===== src/rtl/boot_load_ctrl.sv =====
// UART boot loader: decodes single-byte commands, streams a counted block of
// little-endian 32-bit words into instruction RAM, and releases/holds the CPU.
module boot_load_ctrl #(
  parameter int AW  = 12,
  parameter int TMO = 1000000
) (
  input  logic          clk,
  input  logic          rst,
  input  logic [7:0]    rx_data,
  input  logic          rx_valid,
  output logic          imem_we,
  output logic [AW-1:0] imem_waddr,
  output logic [31:0]   imem_wdata,
  output logic          cpu_start,
  output logic          cpu_run,
  output logic          busy,
  output logic          err,
  output logic [2:0]    dbg_state
);

  typedef enum logic [2:0] {
    S_IDLE   = 3'd0,
    S_CNT_LO = 3'd1,
    S_CNT_HI = 3'd2,
    S_DATA   = 3'd3,
    S_WR     = 3'd4
  } state_t;

  localparam int TW = ($clog2(TMO) > 0) ? $clog2(TMO) : 1;
  localparam logic [TW-1:0] TMO_LAST = TW'(TMO - 1);
  localparam logic [32:0]   MAX_N    = 33'd1 << AW;

  state_t        state_q, state_d;
  logic [15:0]   cnt_q, cnt_d;
  logic [AW-1:0] addr_q, addr_d;
  logic [31:0]   sh_q, sh_d;
  logic [1:0]    bidx_q, bidx_d;
  logic [TW-1:0] tmr_q, tmr_d;
  logic          we_q, we_d;
  logic [AW-1:0] waddr_q, waddr_d;
  logic [31:0]   wdata_q, wdata_d;
  logic          start_q, start_d;
  logic          run_q, run_d;
  logic          err_q, err_d;
  logic          busy_q, busy_d;
  logic [15:0]   n_cnt;
  logic [31:0]   word_nxt;
  logic          tmo_hit;

  always_comb begin
    state_d  = state_q;
    cnt_d    = cnt_q;
    addr_d   = addr_q;
    sh_d     = sh_q;
    bidx_d   = bidx_q;
    tmr_d    = tmr_q;
    we_d     = 1'b0;
    waddr_d  = waddr_q;
    wdata_d  = wdata_q;
    start_d  = 1'b0;
    run_d    = run_q;
    err_d    = err_q;
    n_cnt    = {rx_data, cnt_q[7:0]};
    word_nxt = {rx_data, sh_q[31:8]};
    tmo_hit  = (tmr_q == TMO_LAST);

    case (state_q)
      S_IDLE: begin
        tmr_d = '0;
        if (rx_valid) begin
          case (rx_data)
            8'h4C: begin
              if (run_q) err_d = 1'b1;
              else       state_d = S_CNT_LO;
            end
            8'h47: begin
              start_d = 1'b1;
              run_d   = 1'b1;
            end
            8'h53:   run_d = 1'b0;
            8'h43:   err_d = 1'b0;
            default: err_d = 1'b1;
          endcase
        end
      end
      S_CNT_LO: begin
        if (rx_valid) begin
          cnt_d[7:0] = rx_data;
          state_d    = S_CNT_HI;
          tmr_d      = '0;
        end else if (tmo_hit) begin
          state_d = S_IDLE;
          err_d   = 1'b1;
          tmr_d   = '0;
        end else begin
          tmr_d = tmr_q + TW'(1);
        end
      end
      S_CNT_HI: begin
        if (rx_valid) begin
          cnt_d = n_cnt;
          tmr_d = '0;
          if (n_cnt == 16'd0) begin
            state_d = S_IDLE;
          end else if ({17'd0, n_cnt} > MAX_N) begin
            state_d = S_IDLE;
            err_d   = 1'b1;
          end else begin
            state_d = S_DATA;
            addr_d  = '0;
            bidx_d  = 2'd0;
          end
        end else if (tmo_hit) begin
          state_d = S_IDLE;
          err_d   = 1'b1;
          tmr_d   = '0;
        end else begin
          tmr_d = tmr_q + TW'(1);
        end
      end
      S_DATA: begin
        if (rx_valid) begin
          sh_d  = word_nxt;
          tmr_d = '0;
          if (bidx_q == 2'd3) begin
            // Write strobe is registered so it appears in the single WR cycle.
            state_d = S_WR;
            bidx_d  = 2'd0;
            we_d    = 1'b1;
            waddr_d = addr_q;
            wdata_d = word_nxt;
          end else begin
            bidx_d = bidx_q + 2'd1;
          end
        end else if (tmo_hit) begin
          state_d = S_IDLE;
          err_d   = 1'b1;
          tmr_d   = '0;
          bidx_d  = 2'd0;
        end else begin
          tmr_d = tmr_q + TW'(1);
        end
      end
      S_WR: begin
        if (rx_valid) err_d = 1'b1;
        addr_d = addr_q + AW'(1);
        cnt_d  = cnt_q - 16'd1;
        tmr_d  = '0;
        if (cnt_q == 16'd1) state_d = S_IDLE;
        else                state_d = S_DATA;
      end
      default: state_d = S_IDLE;
    endcase

    busy_d = (state_d != S_IDLE);
  end

  always_ff @(posedge clk) begin
    if (rst) begin
      state_q <= S_IDLE;
      cnt_q   <= '0;
      addr_q  <= '0;
      sh_q    <= '0;
      bidx_q  <= '0;
      tmr_q   <= '0;
      we_q    <= 1'b0;
      waddr_q <= '0;
      wdata_q <= '0;
      start_q <= 1'b0;
      run_q   <= 1'b0;
      err_q   <= 1'b0;
      busy_q  <= 1'b0;
    end else begin
      state_q <= state_d;
      cnt_q   <= cnt_d;
      addr_q  <= addr_d;
      sh_q    <= sh_d;
      bidx_q  <= bidx_d;
      tmr_q   <= tmr_d;
      we_q    <= we_d;
      waddr_q <= waddr_d;
      wdata_q <= wdata_d;
      start_q <= start_d;
      run_q   <= run_d;
      err_q   <= err_d;
      busy_q  <= busy_d;
    end
  end

  assign imem_we    = we_q;
  assign imem_waddr = waddr_q;
  assign imem_wdata = wdata_q;
  assign cpu_start  = start_q;
  assign cpu_run    = run_q;
  assign busy       = busy_q;
  assign err        = err_q;
  assign dbg_state  = state_q;

endmodule


===== config.mk =====
export PLATFORM = sky130hd
export DESIGN_NAME = boot_load_ctrl
export DESIGN_NICKNAME = d
export VERILOG_FILES = /design/src/rtl/boot_load_ctrl.sv
export SDC_FILE = /design/constraint.sdc
export NUM_CORES = 1
export LEC_CHECK = 0
export BUFFER_PORTS_ARGS = -buffer_cell sky130_fd_sc_hd__buf_2
export CORE_MARGIN = 2
export CORE_UTILIZATION = 52
export DETAILED_ROUTE_END_ITERATION = 10
export PLACE_DENSITY = 0.75
export RECOVER_POWER = 100
export REMOVE_ABC_BUFFERS = 1
export SYNTH_ARGS = -nofsm -noshare
export SYNTH_HDL_FRONTEND = slang
export SYNTH_SLANG_ARGS = --single-unit

===== constraint.sdc =====
create_clock -name clk -period 2.1 [get_ports clk]
set_input_delay 0.21 -clock clk [delete_from_list [all_inputs] [get_ports clk]]
set_output_delay 0.21 -clock clk [all_outputs]
set_load 0.005 [all_outputs]

# Word level (Yosys, flattened, before mapping)

Index checks and enable logic that the tools add are counted.
Widths: inputs -> output; s select.

Flip-flop bits (word level): 134
Input bits: 11
Output and inout port bits: 52
Logic and storage cells: 112

$add $sub $neg: 4
$lt $le $gt $ge: 1
Eq/ne operators: 23
Mux-type cells: 43
Bitwise gates (word level): 4
Reduce and logical (&&, ||, !) cells: 23

Operators by type and width:

| kind                  | number |
|---|---|
| $mux 20               | 2 |
| $pmux 20 s2           | 1 |
| $mux 12               | 3 |
| $eq 8x7->1 const B    | 4 |
| $mux 3                | 8 |
| $pmux 12 s2           | 1 |
| $pmux 8 s3            | 1 |
| $add 20x1->20 const B | 1 |
| $eq 20x20->1 const B  | 1 |
| $mux 2                | 9 |
| $eq 16x1->1 const B   | 1 |
| $gt 16x13->1 const B  | 1 |
| $logic_not 16->1      | 1 |
| $mux 16               | 1 |
| $ne 2x2->1 const B    | 8 |
| $pmux 8 s2            | 1 |
| $sub 16x1->16 const B | 1 |
| $pmux 3 s5            | 1 |
| $add 12x1->12 const B | 1 |
| $ne 3x3->1 const B    | 4 |
| $mux 1                | 10 |
| $reduce_bool 2->1     | 5 |
| $reduce_and 3->1      | 3 |
| $reduce_or 3->1       | 3 |
| other kinds (19)      | 26 |

# Depth between registers and ports, before layout

Gate-level depths: netlist of the first run.

Depth in word-level cells: 6
Gate-level depth with buffers: 10
Mapped depth without buffers: 7

# Worst setup path before layout of the first run

OpenSTA, ideal clock, no wires.

Kind: register to register
Start: register cnt_q[4]
End: register busy_q, in the netlist busy
Setup time: 0.137 ns
Arrival time: 1.858 ns
Data required time: 1.963 ns
Path slack: 0.105 ns
Cell stages (with the launch flop): 7
Path buffers: 0
Period minus slack after synthesis: 1.995 ns
Cell sequence: dfxtp_1 nor4_2 and4_4 mux2_2 a22o_1 a311oi_2 a31oi_1

Word-level cells in the longest chain between the ends: 6
Elaborated cells between the ends (all ways): 9
Classes of those cells: order compare (1); eq/ne (1); mux (5); reduce/logical (2)

RTL lines:

| item                   | line | RTL |
|---|---|---|
| from (decl)            | 34   | `logic [15:0] cnt_q, cnt_d;` |
| from (signal assigned) | 175  | `cnt_q <= cnt_d;` |
| $gt 16x13->1           | 105  | `end else if ({17'd0, n_cnt} > MAX_N) begin` |
| $mux 2                 | 105  |  |
| $mux 2                 | 103  | `if (n_cnt == 16'd0) begin` |
| $mux 3                 | 100  | `if (rx_valid) begin` |
| $pmux 3 s5 *           | 67   | `case (state_q)` |
| $reduce_bool 3->1 *    | 155  | `busy_d = (state_d != S_IDLE);` |
| to (signal assigned)   | 186  | `busy_q <= busy_d;` |
| to (decl)              | 45   | `logic busy_q, busy_d;` |

Every way passes the cells marked *; elsewhere a longest branch is shown, timed or not.
A chain may end at the register's enable or synchronous reset.

# Final worst setup path of the first run

Same ends and word-level chain as after synthesis.

==> metrics.log, run 1 <==
[metrics] status: finished clean
[metrics] Reg-to-Reg Start: cnt_q[4]
[metrics] unique cell type count in the Yosys netlist: 59
[metrics] CTS tree: done
[metrics] number of hold-slack violations in the final timing report: 0
[metrics] Detailed Place HPWL: 8.852 mm
[metrics] ports placed on the boundary: 63
[metrics] Layout Utilization: 0.6426
[metrics] power density cells: 813.5 nW/um2
[metrics] part of the cycle the worst path needs: 0.9444
[metrics] insertion delay of the later-clocked pin in the worst-skew pair: 0.53 ns
[metrics] number of flops mapped to enable cells by yosys: 0
[metrics] crit path launch: cnt_q[4]
[metrics] DR WL/cell: 14.50 um
[metrics] Total Neg Setup Slack: 0 ns
[metrics] Via density: 5.565
[metrics] 1st-iter DRT viols: 259
[metrics] start point of the worst hold path: rx_data[6]
[metrics] area of the mapped netlist: 5456 um2
[metrics] area inside the core boundary: 10280 um2
[metrics] critical path arrival: 2.38 ns
[metrics] floorplan die height: 106.4 um
[metrics] Post-CTS Setup Inserts: 0
[metrics] die width: 106.4 um
[metrics] final net count: 776
[metrics] final hold slack: 0.03891 ns
[metrics] final setup fails: 0
[metrics] Hold Crit Endpoint: sh_q[30]
[metrics] htree depth: 4
[metrics] share of final-layout standard cells stronger than drive strength 1: 0.1645
[metrics] Hold Path Depth: 3
[metrics] post-placement cell area: 6036 um2
[metrics] Synth-to-Final Area Change: 21.03%
[metrics] cell depth of the worst flop-to-flop path: 6
[metrics] Fmax: 504.2 MHz
[metrics] worst slew pin tran: 0.5003 ns
[metrics] initial standard-cell utilization of the core: 0.5309
[metrics] Post-Layout Inst Area: 6604 um2
[metrics] number of instances in the synthesized netlist: 683
[metrics] commonest non-fill, non-tap cells in the layout: sky130_fd_sc_hd__nand2_1, sky130_fd_sc_hd__dfxtp_1, sky130_fd_sc_hd__a21oi_1
[metrics] Global Route Usage Sum: 0.2427
[metrics] yosys synthesis warning count: 0
[metrics] max-cap violations: 0
[metrics] largest net degree at the start of global routing: 80
[metrics] data required time at the worst endpoint: 2.49 ns
[metrics] DR vias: 5053
[metrics] register area share after synthesis: 0.4623
[metrics] RePlAce Congestion: 0.9154
[metrics] maximum root-to-sink buffer count: 2
[metrics] FF+latch count, synth: 126
[metrics] number of routed nets with antenna violations: 0
[metrics] worst slew margin relative to its limit: 0.6658
[metrics] final number of max-transition violations: 0
[metrics] global-route wire length before repair: 22.08 mm
[metrics] most frequent standard cell in the layout excluding fill and tap cells: sky130_fd_sc_hd__nand2_1
[metrics] leak pwr: 2.369 nW
[metrics] Hold-fix buffers, CTS: 0
[metrics] time the final worst path needs with I/O delays and setup: 1.983 ns
[metrics] CTS clock-pin slew for the worst setup and hold paths: 0.06 ns
[metrics] cell chosen for the clock root: sky130_fd_sc_hd__clkbuf_8
[metrics] crit-path max FO: 3
[metrics] die footprint: 11330 um2
[metrics] number of buffers inserted during clock tree synthesis: 17
[metrics] class of the tightest hold or removal check: input pin to register
[metrics] Setup Skew: 0.01400 ns
[metrics] n_diodes: 0
[metrics] first drt pass iteration count: 5
[metrics] kind of end point of the critical path: register
[metrics] antenna violations before repair: 0
[metrics] terminus of the critical flop-to-flop path: busy
[metrics] Post-Layout Cell Count: 908
[metrics] placed cells: 876
[metrics] ys flop type: sky130_fd_sc_hd__dfxtp_1
[metrics] unrepaired setup endpoints after global routing: yes
[metrics] maximum VDD drop: 0.4959 mV
[metrics] final wirelength: 13.17 mm
[metrics] residual overflow from global routing: 0
[metrics] vias in the first global route: 4854
[metrics] WS Path Type: register to register
[metrics] mean area per synthesized cell: 7.989 um2
[metrics] count of clock tree sinks: 126
[metrics] flop-to-flop setup slack: 0.12 ns
[metrics] number of resized instances in the post-cts repair step: 0
[metrics] Setup crit start kind: register
[metrics] final routed DRC violation total: 0
[metrics] Std-Cell Rows: 37
[metrics] quantity of I/O buffers inserted on ports: 62
[metrics] proportion of synthesized flip-flops having asynchronous set or reset: 0
==> kinds of logic after synthesis <==
family / Yosys count / share of synthesized area
simple gates: 320 / 0.2715
compound gates: 163 / 0.1734
flops: 126 / 0.4623
buf+inv: 45 / 0.03852
xor+xnor: 19 / 0.03050
fa+ha+maj: 6 / 0.01376
mux: 4 / 0.01009
==> final cells by class <==
cell class,count,area [um2]
inverters,5,18.77
clock buffers,18,417.9
well taps,136,170.2
multi-input cells,512,2761
clock inverters,14,156.4
fillers,939,3674
repair buffers,97,550.5
flip-flops and latches,126,2529
==> per-layer routing <==
metal  wire (um)  vias to the layer above  global-route usage
met5           0                        -                   0
met4         233                        0             0.09926
met3         693                       21             0.05702
met2        6555                      140              0.4089
met1        5685                     2372              0.2990
li1            -                     2520                   -
==> critical path, cell delays in order, from the launching register on <==
cell                       delay, ns
sky130_fd_sc_hd__dfxtp_2        0.33
sky130_fd_sc_hd__nor4_4         0.28
sky130_fd_sc_hd__and4_4         0.31
sky130_fd_sc_hd__mux2_4         0.32
sky130_fd_sc_hd__a22o_1         0.22
sky130_fd_sc_hd__a311oi_2       0.27
sky130_fd_sc_hd__a31oi_1        0.12
==> sequential cells by signal (all words and copies together), names as in the netlist <==
signal	cells
imem_wdata	32
sh_q	24
tmr_q	20
cnt_q	16
addr_q	12
imem_waddr	12
dbg_state	3
bidx_q	2
busy	1
cpu_run	1
cpu_start	1
err	1
imem_we	1
==> how the worst max path moves through the flow <==
stage	to	slack [ns]	cells after the start
6_report	busy	0.12	6
5_1_grt	busy	-0.01	6
4_1_cts	busy	0.07	6
3_5_place_dp	busy	-0.05	8
3_3_place_gp	busy	-0.003	8
2_1_floorplan	imem_waddr[0]	-0.44	5
==> Yosys cell counts (2+ instances only) <==
library cell,instances,share of area
sky130_fd_sc_hd__o21bai_1,2,0.0028
sky130_fd_sc_hd__dfxtp_1,126,0.46
sky130_fd_sc_hd__nor2_1,50,0.034
sky130_fd_sc_hd__a211oi_1,9,0.012
sky130_fd_sc_hd__a31oi_1,5,0.0057
sky130_fd_sc_hd__nand4_1,11,0.013
sky130_fd_sc_hd__o2111ai_1,4,0.0064
sky130_fd_sc_hd__xnor2_1,6,0.0096
sky130_fd_sc_hd__nor3b_1,2,0.0028
sky130_fd_sc_hd__o211ai_1,4,0.0055
sky130_fd_sc_hd__inv_1,4,0.0028
sky130_fd_sc_hd__a22o_1,3,0.0048
sky130_fd_sc_hd__o21ai_2,2,0.0032
sky130_fd_sc_hd__a22oi_1,2,0.0028
sky130_fd_sc_hd__a21oi_1,99,0.091
sky130_fd_sc_hd__or3_1,5,0.0057
sky130_fd_sc_hd__nor2b_1,5,0.0057
sky130_fd_sc_hd__nor3_1,18,0.017
sky130_fd_sc_hd__a2111oi_0,2,0.0032
sky130_fd_sc_hd__nand2b_1,3,0.0034
sky130_fd_sc_hd__buf_4,5,0.0069
sky130_fd_sc_hd__xor2_1,13,0.021
sky130_fd_sc_hd__nand2_1,172,0.12
sky130_fd_sc_hd__ha_1,6,0.014
sky130_fd_sc_hd__nand3b_1,2,0.0028
sky130_fd_sc_hd__and2_1,4,0.0046
sky130_fd_sc_hd__and3_1,10,0.011
sky130_fd_sc_hd__nand3_1,18,0.017
sky130_fd_sc_hd__nor4_1,5,0.0057
sky130_fd_sc_hd__o21a_1,2,0.0028
sky130_fd_sc_hd__o31ai_1,2,0.0028
sky130_fd_sc_hd__o21ai_1,2,0.0018
sky130_fd_sc_hd__nor4_2,3,0.0069
sky130_fd_sc_hd__o21ai_0,19,0.017
sky130_fd_sc_hd__nand4b_1,2,0.0032
sky130_fd_sc_hd__clkbuf_1,21,0.014
sky130_fd_sc_hd__mux2_2,2,0.0041
sky130_fd_sc_hd__buf_2,12,0.011
==> stage by stage <==
stage | setup WS, ns | power (mW)
after floorplan | -0.4412 | 2.473
after global placement | -0.002664 | 2.561
after detailed placement | -0.05308 | 2.562
after CTS | 0.07298 | 5.402
after global routing | -0.01219 | 5.522
final | 0.1168 | 5.372
==> power by group <==
part,internal [mW],switching (mW),leakage [nW]
Sequential,2.39,0.00189,1.02
Clock,1.71,1.15,0.286
Combinational,0.0369,0.0824,1.07
Total,4.14,1.23,2.37
No activity file was read; power rests on OpenSTA's default activity.
==> run 2: changes to the inputs <==
Settings changed: REMOVE_ABC_BUFFERS 1 to default.
==> run 2 against run 1 <==
  * Combinational power is essentially flat
  * Utilization grew 0.96 points
  * Clock power increased by 5%
  * Critical path depth stayed put
  * Sequential share of layout area shrank 0.55 points
  * Setup slack lost 0.051 ns
  * Hold slack improved by 0.0067 ns
  * Global-route usage increased by 0.37 points
  * Via count rose by 1.2%
==> metrics.log, run 2 (synthesized netlist as in run 1, its figures left out) <==
[metrics] commonest non-fill, non-tap cells in the layout: sky130_fd_sc_hd__nand2_1, sky130_fd_sc_hd__dfxtp_1, sky130_fd_sc_hd__a21oi_1 (unchanged)
[metrics] ports placed on the boundary: 63 (unchanged)
[metrics] final wirelength: 13.79 mm (was 13.17 mm)
[metrics] number of buffers inserted during clock tree synthesis: 17 (unchanged)
[metrics] Hold Crit Endpoint: sh_q[30] (unchanged)
[metrics] share of power burned in the clock network: 0.544 (was 0.532)
[metrics] vias in the first global route: 4805 (was 4854)
[metrics] CTS clock-pin slew for the worst setup and hold paths: 0.06 ns (about the same)
[metrics] 1st-iter DRT viols: 356 (was 259)
[metrics] max reg flops: 32 (unchanged)
[metrics] DR vias: 5114 (was 5053)
[metrics] die width: 106.4 um (unchanged)
[metrics] critical-path cell with the highest stage delay: sky130_fd_sc_hd__mux2_2 (was sky130_fd_sc_hd__dfxtp_2)
[metrics] critical path arrival: 2.43 ns (was 2.38 ns)
[metrics] final net count: 779 (was 776)
[metrics] data required time at the worst endpoint: 2.50 ns (was 2.49 ns)
[metrics] floorplan die height: 106.4 um (unchanged)
[metrics] number of routed nets with antenna violations: 0 (unchanged)
[metrics] Via density: 5.614 (was 5.565)
[metrics] proportion of power drawn by combinational gates: 0.022 (about the same)
[metrics] most frequent standard cell in the layout excluding fill and tap cells: sky130_fd_sc_hd__nand2_1 (unchanged)
[metrics] Fmax: 491.6 MHz (was 504.2 MHz)
[metrics] status: finished clean (unchanged)
[metrics] DR WL/cell: 15.14 um (was 14.50 um)
[metrics] final hold slack: 0.04560 ns (was 0.03891 ns)
[metrics] cell depth of the worst flop-to-flop path: 6 (unchanged)
[metrics] WS Path Type: register to register (unchanged)
[metrics] Hold Path Depth: 3 (unchanged)
[metrics] Global Route Usage Sum: 0.2465 (was 0.2427)
[metrics] Setup Skew: 0.009540 ns (was 0.01400 ns)
[metrics] time the final worst path needs with I/O delays and setup: 2.034 ns (was 1.983 ns)
[metrics] RePlAce Congestion: 0.8618 (was 0.9154)
[metrics] Reg-to-Reg Start: cnt_q[5] (was cnt_q[4])
[metrics] final routed DRC violation total: 0 (unchanged)
[metrics] flop-to-flop setup slack: 0.07 ns (was 0.12 ns)
[metrics] part of the cycle the worst path needs: 0.9687 (was 0.9444)
[metrics] leak pwr: 2.421 nW (was 2.369 nW)
[metrics] number of hold-slack violations in the final timing report: 0 (unchanged)
[metrics] share of final-layout standard cells stronger than drive strength 1: 0.1794 (was 0.1645)
[metrics] maximum root-to-sink buffer count: 2 (unchanged)
[metrics] delay of the slowest cell on the worst path: 0.37 ns (was 0.33 ns)
[metrics] htree depth: 4 (unchanged)
[metrics] Pint: 4.287 mW (was 4.140 mW)
[metrics] synthesized net count: 700
[metrics] die footprint: 11330 um2 (unchanged)
[metrics] count of clock tree sinks: 126 (unchanged)
[metrics] largest net degree at the start of global routing: 103 (was 80)
[metrics] antenna violations before repair: 0 (unchanged)
[metrics] insertion delay of the later-clocked pin in the worst-skew pair: 0.53 ns (about the same)
[metrics] first drt pass iteration count: 4 (was 5)
[metrics] max-cap violations: 0 (unchanged)
[metrics] final setup fails: 0 (unchanged)
[metrics] unrepaired setup endpoints after global routing: yes (unchanged)
[metrics] sequential share of power: 0.435 (was 0.446)
[metrics] Synth-to-Final Area Change: 22.84% (was 21.03%)
[metrics] worst slew margin relative to its limit: 0.6328 (was 0.6658)
[metrics] initial standard-cell utilization of the core: 0.5309 (unchanged)
[metrics] cell chosen for the clock root: sky130_fd_sc_hd__clkbuf_8 (unchanged)
[metrics] proportion of total power due to net switching: 0.2213 (was 0.2294)
[metrics] n_diodes: 0 (unchanged)
[metrics] Setup crit start kind: register (unchanged)
[metrics] Std-Cell Rows: 37 (unchanged)
[metrics] fill cell instance count of the final layout: 880 (was 939)
[metrics] quantity of I/O buffers inserted on ports: 62 (unchanged)
[metrics] worst slew pin tran: 0.5501 ns (was 0.5003 ns)
[metrics] Detailed Place HPWL: 9.135 mm (was 8.852 mm)
[metrics] terminus of the critical flop-to-flop path: busy (unchanged)
[metrics] global-route wire length before repair: 22.31 mm (was 22.08 mm)
[metrics] area inside the core boundary: 10280 um2 (unchanged)
[metrics] post-placement cell area: 6026 um2 (was 6036 um2)
[metrics] maximum VDD drop: 0.6730 mV (was 0.4959 mV)
[metrics] worst-path cell chain: nor4_4 -> and4_4 -> mux2_2 -> a22o_1 -> a311oi_2 -> a31oi_1 (was nor4_4 -> and4_4 -> mux2_4 -> a22o_1 -> a311oi_2 -> a31oi_1)
[metrics] CTS tree: done (unchanged)
[metrics] power density cells: 821.4 nW/um2 (was 813.5 nW/um2)
[metrics] start point of the worst hold path: rx_data[6] (unchanged)
[metrics] crit-path max FO: 4 (was 3)
[metrics] kind of end point of the critical path: register (unchanged)
[metrics] switching power summed over all nets: 1.218 mW (was 1.233 mW)
[metrics] Post-Layout Inst Area: 6703 um2 (was 6604 um2)
[metrics] final number of max-transition violations: 0 (unchanged)
[metrics] class of the tightest hold or removal check: input pin to register (unchanged)
[metrics] residual overflow from global routing: 0 (unchanged)
[run 2: cell types whose count changed in the layout (fill, tap and decap cells not counted), moves of 3 or more]
cell,change
sky130_fd_sc_hd__clkbuf_1,-9
sky130_fd_sc_hd__buf_2,+5
sky130_fd_sc_hd__buf_4,+5
sky130_fd_sc_hd__clkinv_4,-4
sky130_fd_sc_hd__inv_6,+3
[run 2: area by class of cell]
| cell class | instances | area (um2) | area share |
|---|---|---|---|
| Clock buffer | 18 | 427.9 | 0.06384 |
| Sequential cell | 126 | 2530 | 0.3775 |
| Timing Repair Buffer | 100 | 606.8 | 0.09054 |
| Tap cell | 136 | 170.2 | 0.02539 |
| Inverter | 5 | 18.77 | 0.002800 |
| Clock inverter | 14 | 176.4 | 0.02632 |
| Multi-Input combinational cell | 512 | 2773 | 0.4137 |
[run 2: per-layer routing]
| layer | track usage | part of all wire | vias up | wire, um |
|---|---|---|---|---|
| li1 | - | - | 2525 | - |
| met1 | 0.2930 | 0.43 | 2429 | 5952 |
| met2 | 0.4226 | 0.50 | 126 | 6950 |
| met3 | 0.06193 | 0.041 | 34 | 563 |
| met4 | 0.1048 | 0.024 | 0 | 325 |
| met5 | 0 | 0 | - | 0 |
[run 2: power by group through the flow]
stage / logic, mW / registers (mW) / clock network, mW
finish: 0.118 / 2.39 / 2.99
detailed placement: 0.113 / 2.45 / 0
floorplan: 0.0616 / 2.45 / 0
CTS: 0.116 / 2.39 / 3.02
global route: 0.126 / 2.39 / 3.13
global placement: 0.111 / 2.45 / 0
[run 2: how the worst max path moves through the flow]
stage,from,to,slack [ns],cells after the start
finish,cnt_q[5],busy,0.07,6
global route,tmr_q[0],bidx_q[1],-0.03,7
CTS,cnt_q[4],busy,0.003,6
detailed placement,rx_data[0],busy,-0.02,7
global placement,rx_data[0],busy,0.04,7
floorplan,cnt_q[4],busy,0.11,6
[run 2: through the flow]
| stage | utilization | setup slack (ns) | cells | TNS, ns | total power [mW] |
|---|---|---|---|---|---|
| 4_1_cts | 0.6477 | 0.003213 | 909 | 0 | 5.532 |
| 6_report | 0.6522 | 0.06563 | 911 | 0 | 5.505 |
| 3_3_place_gp | 0.5863 | 0.04165 | 875 | 0 | 2.557 |
| 5_1_grt | 0.6522 | -0.03453 | 911 | -0.05670 | 5.652 |
| 2_1_floorplan | - | 0.1053 | 683 | 0 | 2.508 |
| 3_5_place_dp | 0.5863 | -0.01777 | 875 | -0.01777 | 2.560 |
[run 2: timing repair]
action / CTS / global route
gates cloned: 0 / 0
buffers inserted: 1 / 2
setup endpoints to repair: 1 / 8
endpoints found under the hold margin: 2 / 0
hold buffers: 1 / 0
resized for setup: 1 / 14
pin swaps: 3 / 5
[run 2: worst max-delay path, delay by kind of cell (launching register included)]
kind | cells | cell delay, ns
DFF | 1 | 0.36
and+or+nand+nor | 2 | 0.56
muxes | 1 | 0.37
AOI/OAI and AO/OA | 3 | 0.62
